[src/rtl/regfile_mp_if.sv]
// Bus bundle for regfile_mp: two write ports, three read ports, scoreboard alloc/pending and ready.
// The master side drives addresses/data/enables; the slave (register file) returns read data and status.
interface regfile_mp_if #(
  parameter int N    = 64,
  parameter int NREG = 32
);
  localparam int AW = $clog2(NREG);

  logic          we3;
  logic [AW-1:0] wa3;
  logic [N-1:0]  wd3;
  logic          we4;
  logic [AW-1:0] wa4;
  logic [N-1:0]  wd4;
  logic [AW-1:0] ra1;
  logic [AW-1:0] ra2;
  logic [AW-1:0] ra3;
  logic [N-1:0]  rd1;
  logic [N-1:0]  rd2;
  logic [N-1:0]  rd3;
  logic          alloc_en;
  logic [AW-1:0] alloc_a;
  logic          pend1;
  logic          pend2;
  logic          pend3;
  logic          ready;

  modport master (
    output we3, wa3, wd3, we4, wa4, wd4, ra1, ra2, ra3, alloc_en, alloc_a,
    input  rd1, rd2, rd3, pend1, pend2, pend3, ready
  );

  modport slave (
    input  we3, wa3, wd3, we4, wa4, wd4, ra1, ra2, ra3, alloc_en, alloc_a,
    output rd1, rd2, rd3, pend1, pend2, pend3, ready
  );
endinterface

[src/rtl/regfile_mp.sv]
// N x NREG register file: 2 write ports (B has priority), 3 forwarding read ports, XZR at NREG-1,
// init sequencer (reg[i] <= i after reset). Pending-write scoreboard built when REGFILE_SCOREBOARD_EN is defined.
module regfile_mp #(
  parameter int N    = 64,
  parameter int NREG = 32
) (
  input  logic         clk,
  input  logic         reset_n,
  regfile_mp_if.slave  bus
);
  localparam int AW = $clog2(NREG);
  localparam logic [AW-1:0] ZR = AW'(NREG - 1);

  typedef enum logic {INIT, RUN} state_t;

  state_t        state_q, state_d;
  logic [AW-1:0] cnt_q, cnt_d;
  logic [N-1:0]  mem [NREG];
  logic          run;
  logic          wr3, wr4;

  assign run = (state_q == RUN);
  assign wr3 = run && bus.we3 && (bus.wa3 != ZR);
  assign wr4 = run && bus.we4 && (bus.wa4 != ZR);
  assign bus.ready = run;

  always_ff @(posedge clk or negedge reset_n) begin
    if (!reset_n) begin
      state_q <= INIT;
      cnt_q   <= '0;
    end else begin
      state_q <= state_d;
      cnt_q   <= cnt_d;
    end
  end

  // Sequencer leaves INIT on the edge that writes the last index, so cnt never wraps.
  always_comb begin
    state_d = state_q;
    cnt_d   = cnt_q;
    if (state_q == INIT) begin
      if (cnt_q == ZR) begin
        state_d = RUN;
      end else begin
        cnt_d = cnt_q + 1'b1;
      end
    end
  end

  // Array has no reset; port B is assigned last so it wins an address collision.
  always_ff @(posedge clk) begin
    if (!run) begin
      mem[cnt_q] <= N'(cnt_q);
    end else begin
      if (wr3) mem[bus.wa3] <= bus.wd3;
      if (wr4) mem[bus.wa4] <= bus.wd4;
    end
  end

  function automatic logic [N-1:0] rd_fwd(input logic [AW-1:0] ra);
    logic [N-1:0] v;
    if (!run || ra == ZR)             v = '0;
    else if (wr4 && bus.wa4 == ra)    v = bus.wd4;
    else if (wr3 && bus.wa3 == ra)    v = bus.wd3;
    else                              v = mem[ra];
    return v;
  endfunction

  always_comb begin
    bus.rd1 = rd_fwd(bus.ra1);
    bus.rd2 = rd_fwd(bus.ra2);
    bus.rd3 = rd_fwd(bus.ra3);
  end

`ifdef REGFILE_SCOREBOARD_EN
  logic [NREG-1:0] pend_q;

  // Set beats clear when alloc and a write hit the same register in one cycle.
  always_ff @(posedge clk or negedge reset_n) begin
    if (!reset_n) begin
      pend_q <= '0;
    end else if (run) begin
      for (int i = 0; i < NREG; i++) begin
        if (bus.alloc_en && bus.alloc_a == AW'(i) && AW'(i) != ZR)
          pend_q[i] <= 1'b1;
        else if ((wr3 && bus.wa3 == AW'(i)) || (wr4 && bus.wa4 == AW'(i)))
          pend_q[i] <= 1'b0;
      end
    end
  end

  function automatic logic pend_of(input logic [AW-1:0] ra);
    return run && pend_q[ra] && !(wr3 && bus.wa3 == ra) && !(wr4 && bus.wa4 == ra);
  endfunction

  always_comb begin
    bus.pend1 = pend_of(bus.ra1);
    bus.pend2 = pend_of(bus.ra2);
    bus.pend3 = pend_of(bus.ra3);
  end
`else
  logic unused_sb;
  assign unused_sb = ^{bus.alloc_en, bus.alloc_a};
  assign bus.pend1 = 1'b0;
  assign bus.pend2 = 1'b0;
  assign bus.pend3 = 1'b0;
`endif

endmodule

[src/flat_wrapper.sv]
// flat-port wrapper written by rule: the top's interface ports become plain ports
module regfile_mp_flat 
#(
  parameter int N    = 64,
  parameter int NREG = 32
)
  (clk, reset_n, bus_we3, bus_wa3, bus_wd3, bus_we4, bus_wa4, bus_wd4, bus_ra1, bus_ra2, bus_ra3, bus_alloc_en, bus_alloc_a, bus_rd1, bus_rd2, bus_rd3, bus_pend1, bus_pend2, bus_pend3, bus_ready);
  regfile_mp_if #(.N(N), .NREG(NREG)) bus_i ();
  input  logic clk;
  input  logic reset_n;
  input wire logic [$bits(bus_i.we3)-1:0] bus_we3;
  input wire logic [$bits(bus_i.wa3)-1:0] bus_wa3;
  input wire logic [$bits(bus_i.wd3)-1:0] bus_wd3;
  input wire logic [$bits(bus_i.we4)-1:0] bus_we4;
  input wire logic [$bits(bus_i.wa4)-1:0] bus_wa4;
  input wire logic [$bits(bus_i.wd4)-1:0] bus_wd4;
  input wire logic [$bits(bus_i.ra1)-1:0] bus_ra1;
  input wire logic [$bits(bus_i.ra2)-1:0] bus_ra2;
  input wire logic [$bits(bus_i.ra3)-1:0] bus_ra3;
  input wire logic [$bits(bus_i.alloc_en)-1:0] bus_alloc_en;
  input wire logic [$bits(bus_i.alloc_a)-1:0] bus_alloc_a;
  output wire logic [$bits(bus_i.rd1)-1:0] bus_rd1;
  output wire logic [$bits(bus_i.rd2)-1:0] bus_rd2;
  output wire logic [$bits(bus_i.rd3)-1:0] bus_rd3;
  output wire logic [$bits(bus_i.pend1)-1:0] bus_pend1;
  output wire logic [$bits(bus_i.pend2)-1:0] bus_pend2;
  output wire logic [$bits(bus_i.pend3)-1:0] bus_pend3;
  output wire logic [$bits(bus_i.ready)-1:0] bus_ready;
  assign bus_i.we3 = bus_we3;
  assign bus_i.wa3 = bus_wa3;
  assign bus_i.wd3 = bus_wd3;
  assign bus_i.we4 = bus_we4;
  assign bus_i.wa4 = bus_wa4;
  assign bus_i.wd4 = bus_wd4;
  assign bus_i.ra1 = bus_ra1;
  assign bus_i.ra2 = bus_ra2;
  assign bus_i.ra3 = bus_ra3;
  assign bus_i.alloc_en = bus_alloc_en;
  assign bus_i.alloc_a = bus_alloc_a;
  assign bus_rd1 = bus_i.rd1;
  assign bus_rd2 = bus_i.rd2;
  assign bus_rd3 = bus_i.rd3;
  assign bus_pend1 = bus_i.pend1;
  assign bus_pend2 = bus_i.pend2;
  assign bus_pend3 = bus_i.pend3;
  assign bus_ready = bus_i.ready;
  regfile_mp #(.N(N), .NREG(NREG)) u_core (.clk(clk), .reset_n(reset_n), .bus(bus_i));
endmodule
[config.mk]
export PLATFORM = sky130hd
export DESIGN_NAME = regfile_mp_flat
export DESIGN_NICKNAME = d
export VERILOG_FILES = /design/src/rtl/regfile_mp_if.sv /design/src/rtl/regfile_mp.sv /design/src/flat_wrapper.sv
export SDC_FILE = /design/constraint.sdc
export NUM_CORES = 2
export LEC_CHECK = 0
export BUFFER_PORTS_ARGS = -buffer_cell sky130_fd_sc_hd__buf_2
export CAP_MARGIN = 0
export CORE_MARGIN = 1
export CORE_UTILIZATION = 37
export DETAILED_ROUTE_END_ITERATION = 8
export PLACE_DENSITY_LB_ADDON = 0.2
export SLEW_MARGIN = 15
export SYNTH_ARGS = -nofsm -noshare
export SYNTH_HDL_FRONTEND = slang
export SYNTH_SLANG_ARGS = --single-unit
[constraint.sdc]
create_clock -name clk -period 7.9 [get_ports clk]
set_input_delay 0 -clock clk [delete_from_list [all_inputs] [get_ports clk]]
set_output_delay 0 -clock clk [all_outputs]
set_load 0.05 [all_outputs]
==> results_dict.tcl <==
set metrics [dict create \
    path_max_fanout 33 \
    path_delay_family "buffers and inverters" \
    tns_ns 0 \
    io_buffers 349 \
    ys_ff_latch 2054 \
    fp.coreArea_um2 366000 \
    synth_warnings 0 \
    grt_start_max_net_pins 119 \
    crit_arrival_ns 6.19 \
    clockPowerShare_pct 39.6 \
    synth_ff_type "edfxtp_1" \
    critPathKind "flip-flop to primary output" \
    first_pass_iters 8 \
    hold_path_class "input port to flip-flop" \
    numCtsBuffers 241 \
    postRouteAntennaNets 0 \
    status "completed" \
    async_flop_share_pct 0.292 \
    synthTopCellsByArea "edfxtp_1 (45%), mux4_2 (19%), o21ai_0 (6.6%)" \
    period_share_pct 78.4 \
    synth_seq_area_share_pct 45.3 \
    cp-start-kind "flip-flop" \
    rsz0062_at_grt "false" \
    cp.required_ns 7.90 \
    p_per_area_nw_per_um2 183 \
    finalHoldViolCount 0 \
    cap_violations 0 \
    start_util_pct 37.2 \
    leakagePower_nw 51.1 \
    crit_chain "nand2_1 > a31oi_4 > buf_4 > and4_4 > and2_4 > buf_4 > a221o_1 > buf_2" \
    synth_edf_count 2048 \
    clock_tree.buffer_depth 4 \
    area_delta_synth_final_pct 9.81 \
    yosysUniqueCellTypes 66 \
    worst_pin_slew_ns 1.32 \
    synth.avg_cell_area_um2 11.6 \
    vias_per_cell 6.89 \
    yosysMostFrequentCell "nand2_1" \
    synth_top_area_share_pct 45.2 \
    die_y_um 608 \
    maxSlewHeadroom_pct 9.93 \
    p_seq_share_pct 44.3 \
    crit_slowest_cell "and2_4" \
    synthesis.area_um2 136000 \
    internal-power_mw 19.4 \
    fin_crit_ns 6.19 \
    placedCellCount 15700 \
    dieArea_um2 370000 \
    slew_violations 0 \
    p_sw_mw 8.00 \
    rows 222 \
    end_kind "primary output" \
    layoutNonFillerInstCount 16200 \
    grt_pass1_vias 107000 \
    grt_overflow 0 \
    synth.largest_area_cell "edfxtp_1" \
    cts.htree.levels 4 \
    cts_root_buf "clkbuf_16" \
    io_pins 359 \
    ir_worst_vdd_mv 0.199 \
    synthCells 11700 \
    wl_um 630000 \
    dpl.hpwl_um 357000 \
    insertion_delay_ns 0.98 \
    p_comb_share_pct 16.1 \
    setup_viol 0 \
    cp_common_cell "buf_4" \
    antenna_found_initial 29 \
    vias 112000 \
    finalNetCount 11300 \
    place_congestion 0.889 \
    cp_num_buf_inv 3 \
    drive_above_1_share_pct 21.3 \
    dpl_worst_slack_ns 2.80 \
    grt_first_pass_wirelength_um 857000 \
    fin_ws_ns 1.71 \
    slowest_delay_ns 0.77 \
    wl_per_cell_um 38.9 \
    cts_sinks 2054 \
    finClkSkew_ns 0.0566 \
    grt_use_total_pct 33.0 \
    yosys-top-cells-count "nand2_1 (2126), edfxtp_1 (2048), o21ai_0 (1788), mux4_2 (1158), clkbuf_1 (1054)" \
    clkTransAtPathRegs_ns 0.06 \
    worst_hold_slack_ns 0.0519 \
    drc 0 \
    die_w_um 608 \
    swShare_pct 29.2 \
    cts_tree "done" \
    cts_resized 0 \
    fmax_mhz 161 \
    first_iter_violations 17300 \
]
layer usage:
metal	track usage, %	vias up	share of wire (%)
met2	51.4	8927	45
li1	-	44600	-
met3	7.09	2181	12
met5	0	-	0.018
met4	22.8	18	7.9
met1	41.0	56000	35
metrics by stage:
stage	util, %	instance area [um^2]	power (mW)
floorplan	-	136000	15.1
global placement	38.6	141000	16.6
detailed placement	38.6	141000	16.6
CTS	40.8	149000	27.3
global route	40.8	149000	27.8
finish	40.9	149000	27.4
power groups by stage:
stage                     logic, mW  clock network [mW]  registers (mW)
final                          4.40                10.8            12.1
after global routing           4.51                11.2            12.1
after CTS                      4.30                10.8            12.1
after detailed placement       4.26                   0            12.3
after global placement         4.21                   0            12.3
after floorplan                2.73                   0            12.4
cell usage in the layout, fill, tap and decap left out, types with 119 or more instances in the layout:
cell type	synthesis	routed
a21oi_1	275	274
edfxtp_1	2048	2048
mux2i_1	754	750
inv_1	124	124
o21ai_0	1788	1757
o22ai_1	120	120
nand2_1	2126	2125
buf_4	111	276
a221o_1	135	135
clkbuf_16	0	243
mux4_2	1158	1158
a22o_1	132	132
buf_2	302	335
o221ai_1	245	245
nor2_1	228	222
a22oi_1	119	119
path summary, 6_finish.rpt:
path	endpoint	slack [ns]	startpoint	cells after the start
worst max-delay path	bus_rd2[63]	1.71	u_core.bus.ready	8
worst min-delay path	u_core.mem[31][5]	0.05	bus_wd3[5]	3
worst max register to register	u_core.mem[31][27]	2.69	u_core.bus.ready	8
worst min register to register	u_core.cnt_q[3]	0.61	u_core.cnt_q[3]	1
max in group asynchronous	u_core.cnt_q[3]	7.16	reset_n	4
min in group asynchronous	u_core.cnt_q[1]	0.52	reset_n	4
worst register-to-register path, cell delays in order, from the launching register on:
cell           delay [ns]
dfrtp_1              0.71
nand2_1              0.22
a31oi_4              0.65
buf_4                0.51
a31oi_2              0.13
dlygate4sd3_1        0.57
buf_4                0.22
nor2_4               0.88
buf_4                0.82
repair_timing:
item                                     CTS  global route
buffers inserted                           0             0
hold endpoints to repair                2014             1
endpoints found under the setup margin     0             0
hold buffers                              90             1
layout make-up:
type,instances,area (um^2)
Fill cell,33700,216000
Multi-Input combinational cell,7986,68000
Sequential cell,2054,61600
Clock buffer,297,6280
Tap cell,4816,6030
Timing Repair Buffer,770,5940
Clock inverter,144,1000
Inverter,125,469
Antenna cell,18,45.0
registers in the layout, indices dropped and copies added (netlist names):
register          cells
u_core.cnt_q          5
u_core.mem         2048
u_core.bus.ready      1
kinds of logic (layout without fill, tap and decap cells):
family          Yosys count  count (layout)  share of synthesized area (%)
compound gates         3296            3296                           15.1
simple gates           2591            2591                           8.04
mux                    2061            2061                           25.9
flops                  2054            2054                           45.3
buf+inv                1685            1336                           5.38
xor+xnor                 33              33                          0.212
fa+ha+maj                 2               2                         0.0184
other cells               1              21                        0.00276
Note: power is estimated with default switching activity, not from simulation.
